==> config.mk <==
export PLATFORM = sky130hd
export DESIGN_NAME = mem_arbiter
export DESIGN_NICKNAME = d
export VERILOG_FILES = /design/src/rtl/mem_pkg.sv /design/src/rtl/rr_arb2.sv /design/src/rtl/mem_arbiter.sv
export SDC_FILE = /design/constraint.sdc
export NUM_CORES = 1
export LEC_CHECK = 0
export CORE_ASPECT_RATIO = 1.4
export CORE_MARGIN = 2
export CORE_UTILIZATION = 40
export DETAILED_ROUTE_END_ITERATION = 10
export PLACE_DENSITY = 0.83
export REMOVE_ABC_BUFFERS = 1
export SYNTH_ARGS = -nofsm -noshare
export SYNTH_HDL_FRONTEND = slang
export SYNTH_SLANG_ARGS = --single-unit
==> constraint.sdc <==
create_clock -name clk -period 2.35 [get_ports clk]
set_input_delay 0.47 -clock clk [delete_from_list [all_inputs] [get_ports clk]]
set_output_delay 0.47 -clock clk [all_outputs]
set_load 0.02 [all_outputs]
==> src/rtl/mem_pkg.sv <==
// Shared types and constants for the instruction/data memory arbiter.
package mem_pkg;

    // Arbiter FSM states: one idle/grant state, three bus-owning busy
    // states and a single-cycle completion state.
    typedef enum logic [2:0] {
        IDLE   = 3'd0,
        FETCH  = 3'd1,
        DREAD  = 3'd2,
        DWRITE = 3'd3,
        RESP   = 3'd4
    } state_t;

    // Read data returned to a requester whose transaction timed out.
    localparam logic [31:0] ABORT_DATA = 32'hDEADBEEF;

    // Requester identity as stored in the side / last_grant bits.
    localparam logic SIDE_FETCH = 1'b0;
    localparam logic SIDE_DATA  = 1'b1;

    localparam int WORD_ADDR_W = 30;
    localparam int MEM_ADDR_W  = 27;
    localparam int XFER_W      = 32;

endpackage

==> src/rtl/rr_arb2.sv <==
// Two-way round-robin arbiter: fetch on req[0], data on req[1].
// A tie goes to the side that was not granted last; last_grant only
// moves when the owner of the bus actually takes the grant.
module rr_arb2
    import mem_pkg::*;
(
    input  logic       clk,
    input  logic       rst,
    input  logic [1:0] req,
    input  logic       take,
    output logic [1:0] grant
);

    logic last_grant;

    // One-hot grant, alternating on a tie.
    always_comb begin
        grant = 2'b00;
        if (req[0] && req[1]) begin
            grant = (last_grant == SIDE_DATA) ? 2'b01 : 2'b10;
        end else if (req[0]) begin
            grant = 2'b01;
        end else if (req[1]) begin
            grant = 2'b10;
        end
    end

    // Remember who was served; data is "last" out of reset so fetch wins the first tie.
    always_ff @(posedge clk) begin
        if (rst) begin
            last_grant <= SIDE_DATA;
        end else if (take && (grant != 2'b00)) begin
            last_grant <= grant[1];
        end
    end

endmodule

==> src/rtl/mem_arbiter.sv <==
// Arbitrates instruction-fetch reads and data reads/writes onto a single
// memory port. One transaction at a time; a busy transaction that sees no
// mem_ack for TIMEOUT cycles is completed with err and abort data.
module mem_arbiter
    import mem_pkg::*;
#(
    parameter int TIMEOUT = 255
) (
    input  logic        clk,
    input  logic        rst,
    input  logic        if_req,
    input  logic [29:0] if_addr,
    output logic [31:0] if_rdata,
    output logic        if_done,
    input  logic        d_rreq,
    input  logic        d_wreq,
    input  logic [29:0] d_addr,
    input  logic [31:0] d_wdata,
    output logic [31:0] d_rdata,
    output logic        d_done,
    output logic        err,
    output logic [26:0] mem_address,
    output logic [31:0] mem_write_data,
    input  logic [31:0] mem_read_data,
    output logic        mem_rreq,
    output logic        mem_wreq,
    input  logic        mem_ack
);

    // Counter holds 0..TIMEOUT-1; the last value marks the final busy cycle.
    localparam int CNT_W = (TIMEOUT < 2) ? 1 : $clog2(TIMEOUT);
    localparam logic [CNT_W-1:0] CNT_LAST = CNT_W'(TIMEOUT - 1);

    state_t           state_q;
    state_t           state_d;
    logic             side_q;
    logic             err_q;
    logic [24:0]      addr_q;
    logic [CNT_W-1:0] cnt_q;
    logic             d_req;
    logic [1:0]       grant;
    logic             busy;
    logic             timed_out;
    logic             unused_addr_hi;

    // Word-address bits above the 27-bit byte bus are intentionally dropped.
    assign unused_addr_hi = ^{if_addr[29:25], d_addr[29:25]};

    assign d_req       = d_rreq | d_wreq;
    assign busy        = (state_q == FETCH) || (state_q == DREAD) || (state_q == DWRITE);
    assign timed_out   = busy && !mem_ack && (cnt_q == CNT_LAST);
    assign mem_address = {addr_q, 2'b00};

    rr_arb2 u_arb (
        .clk   (clk),
        .rst   (rst),
        .req   ({d_req, if_req}),
        .take  (state_q == IDLE),
        .grant (grant)
    );

    // State register.
    always_ff @(posedge clk) begin
        if (rst) begin
            state_q <= IDLE;
        end else begin
            state_q <= state_d;
        end
    end

    // Next state and bus/handshake outputs; ack wins over a coincident timeout.
    always_comb begin
        state_d  = state_q;
        mem_rreq = 1'b0;
        mem_wreq = 1'b0;
        if_done  = 1'b0;
        d_done   = 1'b0;
        err      = 1'b0;
        case (state_q)
            IDLE: begin
                if (grant[0]) begin
                    state_d = FETCH;
                end else if (grant[1]) begin
                    state_d = d_wreq ? DWRITE : DREAD;
                end
            end
            FETCH, DREAD: begin
                mem_rreq = 1'b1;
                if (mem_ack || timed_out) begin
                    state_d = RESP;
                end
            end
            DWRITE: begin
                mem_wreq = 1'b1;
                if (mem_ack || timed_out) begin
                    state_d = RESP;
                end
            end
            RESP: begin
                if_done = (side_q == SIDE_FETCH);
                d_done  = (side_q == SIDE_DATA);
                err     = err_q;
                state_d = IDLE;
            end
            default: begin
                state_d = IDLE;
            end
        endcase
    end

    // Latch the granted request, count busy cycles and capture read data.
    always_ff @(posedge clk) begin
        if (rst) begin
            side_q         <= SIDE_FETCH;
            err_q          <= 1'b0;
            addr_q         <= '0;
            cnt_q          <= '0;
            mem_write_data <= '0;
            if_rdata       <= '0;
            d_rdata        <= '0;
        end else begin
            case (state_q)
                IDLE: begin
                    if (grant != 2'b00) begin
                        side_q <= grant[1];
                        err_q  <= 1'b0;
                        cnt_q  <= '0;
                        addr_q <= grant[1] ? d_addr[24:0] : if_addr[24:0];
                        if (grant[1]) begin
                            mem_write_data <= d_wdata;
                        end
                    end
                end
                FETCH, DREAD, DWRITE: begin
                    if (mem_ack) begin
                        if (state_q == FETCH) begin
                            if_rdata <= mem_read_data;
                        end else if (state_q == DREAD) begin
                            d_rdata <= mem_read_data;
                        end
                    end else if (timed_out) begin
                        err_q <= 1'b1;
                        if (state_q == FETCH) begin
                            if_rdata <= ABORT_DATA;
                        end else if (state_q == DREAD) begin
                            d_rdata <= ABORT_DATA;
                        end
                    end else begin
                        cnt_q <= cnt_q + CNT_W'(1);
                    end
                end
                default: begin
                end
            endcase
        end
    end

endmodule

==> results of run 1 <==
==> logic make-up (layout without fill, tap and decap cells) <==
logic type | after synthesis | after routing | share of synthesized area, %
fa+ha+maj | 2 | 2 | 0.479
simple gates | 156 | 156 | 12.6
mux | 26 | 26 | 5.00
buf+inv | 53 | 298 | 5.55
other cells | 1 | 2 | 0.0717
flops | 135 | 135 | 51.7
xor+xnor | 1 | 1 | 0.168
compound gates | 163 | 163 | 24.4
==> flip-flops by register name, summed over array words and instances, names as in the netlist <==
signal            cells
err_q                 1
cnt_q                 8
side_q                1
if_rdata             32
addr_q               25
mem_write_data       32
state_q               3
d_rdata              32
u_arb.last_grant      1
==> path summary, 6_finish.rpt <==
path	cells past startpoint	from	endpoint	slack, ns
worst min-delay path	2	mem_write_data[16]	mem_write_data[16]	0.46
worst min register to register	2	mem_write_data[16]	mem_write_data[16]	0.46
worst max register to register	8	cnt_q[0]	if_rdata[30]	0.26
worst max-delay path	2	state_q[1]	mem_wreq	0.16
==> stage by stage <==
step | setup TNS (ns) | hold WS, ns
2_1_floorplan | -50.01 | 0.429
3_3_place_gp | 0 | 0.442
3_5_place_dp | 0 | 0.450
4_1_cts | 0 | 0.458
5_1_grt | 0 | 0.479
6_report | 0 | 0.455
==> report_power, final <==
part / total, mW / switching (mW) / internal [mW]
clock: 2.77 / 1.07 / 1.70
sequential: 2.76 / 0.180 / 2.58
combinational: 2.05 / 1.07 / 0.986
==> per-layer routing <==
layer  up-vias  global-route usage (%)  wire length, um
met5         -                       0                0
met4         0                    8.00              257
met3        22                    7.23             1090
met2       204                    37.6             7780
met1      2286                    24.0             6020
li1       2423                       -                -
==> placed cells by master (no fill, tap or decap), drive strengths merged, types with 5 or more instances in the layout <==
cell type	count
buf	19
a21oi	54
nand2	91
clkdlybuf4s50	241
o21ai	18
dfxtp	135
mux2i	25
nand3	7
nor2	41
clkbuf	18
o221a	48
and3	5
a211oi	27
inv	10
==> critical path: cells and delay by family (launching register included) <==
family | cells | cell delay [ns]
AND/OR/NAND/NOR | 1 | 0.21
buffers and inverters | 1 | 0.62
flip-flops | 1 | 0.47
==> layout make-up <==
type,instances,area [um^2]
Multi-Input combinational cell,350,2260
Timing Repair Buffer,263,2600
Clock inverter,14,185
Sequential cell,135,2710
Inverter,3,11.3
Clock buffer,18,429
Tap cell,153,191
Fill cell,972,4420
==> summary.txt, run 1 <==
Critical path
  – Critical path required time: 1.88 ns
  – CP arrival: 1.72 ns
  – Critical path class: register to output pin
  – Critical-path top delay cell: clkdlybuf4s50_1
  – CP startpoint kind: register
  – Crit-path max FO: 11
  – Worst path cell trace: and3b_1, clkdlybuf4s50_1
  – Crit. End Element: output pin
  – Worst path max stage delay: 0.62 ns

Global route
  – Total Routing Usage GR: 21.6%
  – First-pass GRT wire length: 24500 um
  – GRT overflow: 0
  – Vias in the first global route: 5037
  – Largest net degree at the start of global routing: 81
  – Initial antenna violation count: 0

STA
  – Setup-failing EPs final: 0
  – Worst slew margin: 58.5%
  – Fin. max-slew vios: 0
  – RSZ-0062 raised after global routing: false
  – Skew final: 0.0134 ns
  – Tcrit/Tclk final: 93.0%
  – Final hold violations: 0
  – FMAX: 457 MHz
  – Final min period: 2.19 ns
  – Slew @ Worst Pin: 0.620 ns
  – Final worst slack: 0.163 ns

Drt
  – # DRC: 0
  – Total number of vias: 4935
  – Routed Antenna Nets: 0
  – Final WL: 15100 um
  – Detailed Route Iter0 Violations: 175
  – Routed length per instance: 16.2 um
  – DR vias/cell: 5.27
  – First-pass DRT Iterations: 4

Logic synthesis
  – Top cells by area, synth: dfxtp_1 52%, nand2_1 6.5%, o221a_2 6.0%
  – Sequential area share after synthesis: 51.7%
  – Most frequent cell after synthesis: dfxtp_1
  – Gate Count Post-Synth: 537
  – Avg Inst Size Synth: 9.73 um^2
  – Top-area cell type share of the netlist area: 51.7%
  – Top cells by count, synth: 135 x dfxtp_1, 91 x nand2_1, 53 x a21oi_1, 38 x nor2_1, 28 x o221a_2
  – Top FF cell, synth: dfxtp_1
  – Ys async rst share: 0%
  – Yosys synthesis warning count: 0
  – FF+latch count, synth: 135
  – Number of synthesized flops with an enable pin: 0
  – Mapped cell area: 0.00523 mm^2
  – Netlist cell types: 46
  – Post-synth top area cell: dfxtp_1

Cells and area
  – Final instance area: 0.00839 mm^2
  – Diodes inserted: 0
  – Fraction of final layout cells with drive strength greater than 1: 11.6%
  – Post-Layout Cell Count: 936
  – Area grow syn2layout: 60.5%
  – Nets: 902
  – Post-layout util: 65.5%

Clocking
  – Cts repair resizes: 4
  – Root Buffer: clkbuf_16
  – Clock Latency Late Sink: 0.41 ns
  – Clock-pin slew on the worst setup and hold paths: 0.06 ns
  – Hold_buf cts: 0
  – Clock tree buffer depth: 2
  – H-tree levels: 4
  – Post-CTS setup buffers: 0
  – CTS Buf Count: 17
  – CTS tree: done
  – Clock sink count: 135

Power
  – Pleak: 3.17 nW
  – Overall power: 7.58 mW
  – PD cells: 903 mW/mm^2
  – Peak VDD IR: 0.514 mV

Worst hold path
  – HP Class: register to register

Die
  – Die area: 0.0140 mm^2
  – IO Pins: 258
  – Starting Density: 40.8%
  – Die Wd: 101 um
  – # rows: 49
  – Die H: 139 um
  – Area of the core: 0.0128 mm^2

Placement
  – Port bufs: 245
  – Placed cells: 904
  – Cell Area, Placed: 0.00777 mm^2
  – DP Wirelength: 10900 um
  – Worst Setup Slack post-DPL: 0.0728 ns
  – GPL Wtd Cong: 0.749

Status
  – Outcome: complete, no violations

Flow run
  – Maxcap violations: 0
Note: power is estimated with default switching activity, not from simulation.
==> run 2, diff against run 1 <==
- PLACE_DENSITY: 0.83 -> 0.9
==> run 2 against run 1 <==
Fmax grew 0.66%. Register-to-register slack is essentially flat. Combinational power is essentially flat. Routed wire length shrank 3.1%. Critical path type unchanged.
==> summary.txt, run 2 (synthesis results as in run 1) <==
STA
  – Fin. max-slew vios: 0
  – Final hold violations: 0
  – Setup-failing EPs final: 0
  – Tcrit/Tclk final: 92.4%
  – Skew final: 0.0119 ns
  – Min Hold Slack: 0.385 ns
  – RSZ-0062 raised after global routing: false
  – Slew @ Worst Pin: 0.606 ns
  – Final min period: 2.17 ns
  – Setup_tns: 0 ns
  – FMAX: 460 MHz
  – Worst slew margin: 59.5%
  – Final worst slack: 0.178 ns

Power
  – Overall power: 7.30 mW
  – Net Sw Power: 2.27 mW
  – Cell Int Power: 5.03 mW
  – Sw Ratio: 31.1%
  – Seq pwr share: 37.7%
  – Pleak: 3.14 nW
  – Clock Power Share: 34.3%
  – Power share of the combinational group: 28.1%
  – PD cells: 878 mW/mm^2
  – Peak VDD IR: 0.553 mV

Cells and area
  – Filler instances: 975
  – Most frequent cells in the layout: 241 x clkdlybuf4s50_1, 133 x dfxtp_1, 91 x nand2_1, 53 x a21oi_1, 38 x nor2_1
  – Diodes inserted: 0
  – Fraction of final layout cells with drive strength greater than 1: 11.3%
  – Area grow syn2layout: 59.0%
  – Largest registers: d_rdata x32, if_rdata x32, mem_write_data x32
  – Nets: 901
  – Commonest non-fill, non-tap cell in the layout: clkdlybuf4s50_1

Clocking
  – Clock-pin slew on the worst setup and hold paths: 0.06 ns
  – Root Buffer: clkbuf_16
  – Post-CTS setup buffers: 0
  – Clock Latency Late Sink: 0.41 ns
  – CTS tree: done
  – Clock sink count: 135
  – H-tree levels: 4
  – Clock tree buffer depth: 2
  – CTS Buf Count: 17

Placement
  – Port bufs: 245
  – DP Wirelength: 10400 um
  – Worst Setup Slack post-DPL: 0.0338 ns
  – GPL Wtd Cong: 0.831

Die
  – Starting Density: 40.8%
  – Die H: 139 um
  – # rows: 49
  – Die Wd: 101 um
  – Die area: 0.0140 mm^2
  – IO Pins: 258
  – Area of the core: 0.0128 mm^2

Drt
  – Detailed Route Iter0 Violations: 178
  – DR vias/cell: 5.26
  – # DRC: 0
  – Total number of vias: 4919
  – Routed Antenna Nets: 0
  – Routed length per instance: 15.7 um
  – First-pass DRT Iterations: 4
  – Final WL: 14700 um

Critical path
  – FF-to-FF Start: cnt_q[1]
  – Critical path class: register to output pin
  – Critical-path top delay cell: clkdlybuf4s50_1
  – Critical path required time: 1.88 ns
  – Crit-path max FO: 11
  – Worst path max stage delay: 0.62 ns
  – Cells on worst reg2reg path: 6
  – WP buf/inv: 1
  – Worst path cell trace: and3b_1, clkdlybuf4s50_1
  – CP top delay family: buffers and inverters
  – Reg-to-Reg End: if_rdata[15]
  – CP arrival: 1.70 ns
  – CP startpoint kind: register
  – Crit. End Element: output pin
  – R2R setup slack: 0.27 ns

Flow run
  – Maxcap violations: 0

Global route
  – Initial antenna violation count: 0
  – GRT overflow: 0
  – Total Routing Usage GR: 20.9%
  – Vias in the first global route: 4751
  – Largest net degree at the start of global routing: 53
  – First-pass GRT wire length: 23400 um

Status
  – Outcome: complete, no violations

Worst hold path
  – WHS Endpoint: state_q[1]
  – HP Class: primary input to register
  – WHS Path Cells: 2
  – Beginning of the worst hold path: rst
## run 2: power groups by stage
stage / Combinational [mW] / Clock (mW) / Sequential [mW]
finish: 2.05 / 2.50 / 2.75
CTS: 2.06 / 2.56 / 2.75
global placement: 2.01 / 0 / 2.78
floorplan: 0.701 / 0 / 3.10
global route: 2.20 / 2.65 / 2.79
detailed placement: 2.05 / 0 / 2.80
## run 2: what timing repair did
action	in CTS	in global routing
endpoints found under the setup margin	3	25
hold buffers	0	0
gates resized for setup	4	2
## run 2: final cells by class
type	count	area [um^2]	share of cell area [%]
well taps	153	191	2.30
clock inverters	13	123	1.48
flip-flops and latches	135	2710	32.6
inverters	3	11.3	0.136
multi-input cells	350	2260	27.2
clock buffers	19	433	5.21
repair buffers	262	2580	31.1
## run 2: worst max-delay path by stage
stage                    start  depth (start not counted)  slack, ns           endpoint
detailed placement     mem_ack                          4       0.03        d_rdata[21]
global route        state_q[2]                          2       0.09           mem_wreq
CTS                 state_q[0]                          3       0.05           mem_rreq
finish              state_q[1]                          2       0.18           mem_wreq
floorplan               d_rreq                          4      -1.05  mem_write_data[0]
global placement       mem_ack                          4       0.11        d_rdata[27]
## run 2: through the flow
stage          cells  utilization [%]  area [um^2]
2_1_floorplan    488                -         4950
3_3_place_gp     903             60.5         7750
3_5_place_dp     903             60.5         7750
4_1_cts          935             64.8         8300
5_1_grt          935             64.8         8310
6_report         935             64.8         8310
## run 2: per-layer routing
layer	up-vias	routed length, um	GRT usage [%]
met1	2268	5790	23.7
met3	23	1190	7.73
met5	-	0	0
li1	2416	-	-
met2	212	7370	34.9
met4	0	330	8.72
## run 2: worst reg2reg max path: stages, from the launching register on
cell and delay (ns):
dfxtp_1 0.44, ha_1 0.18, and3_1 0.29, a21oi_4 0.10, buf_4 0.21, nor2_4 0.48, o221a_1 0.31
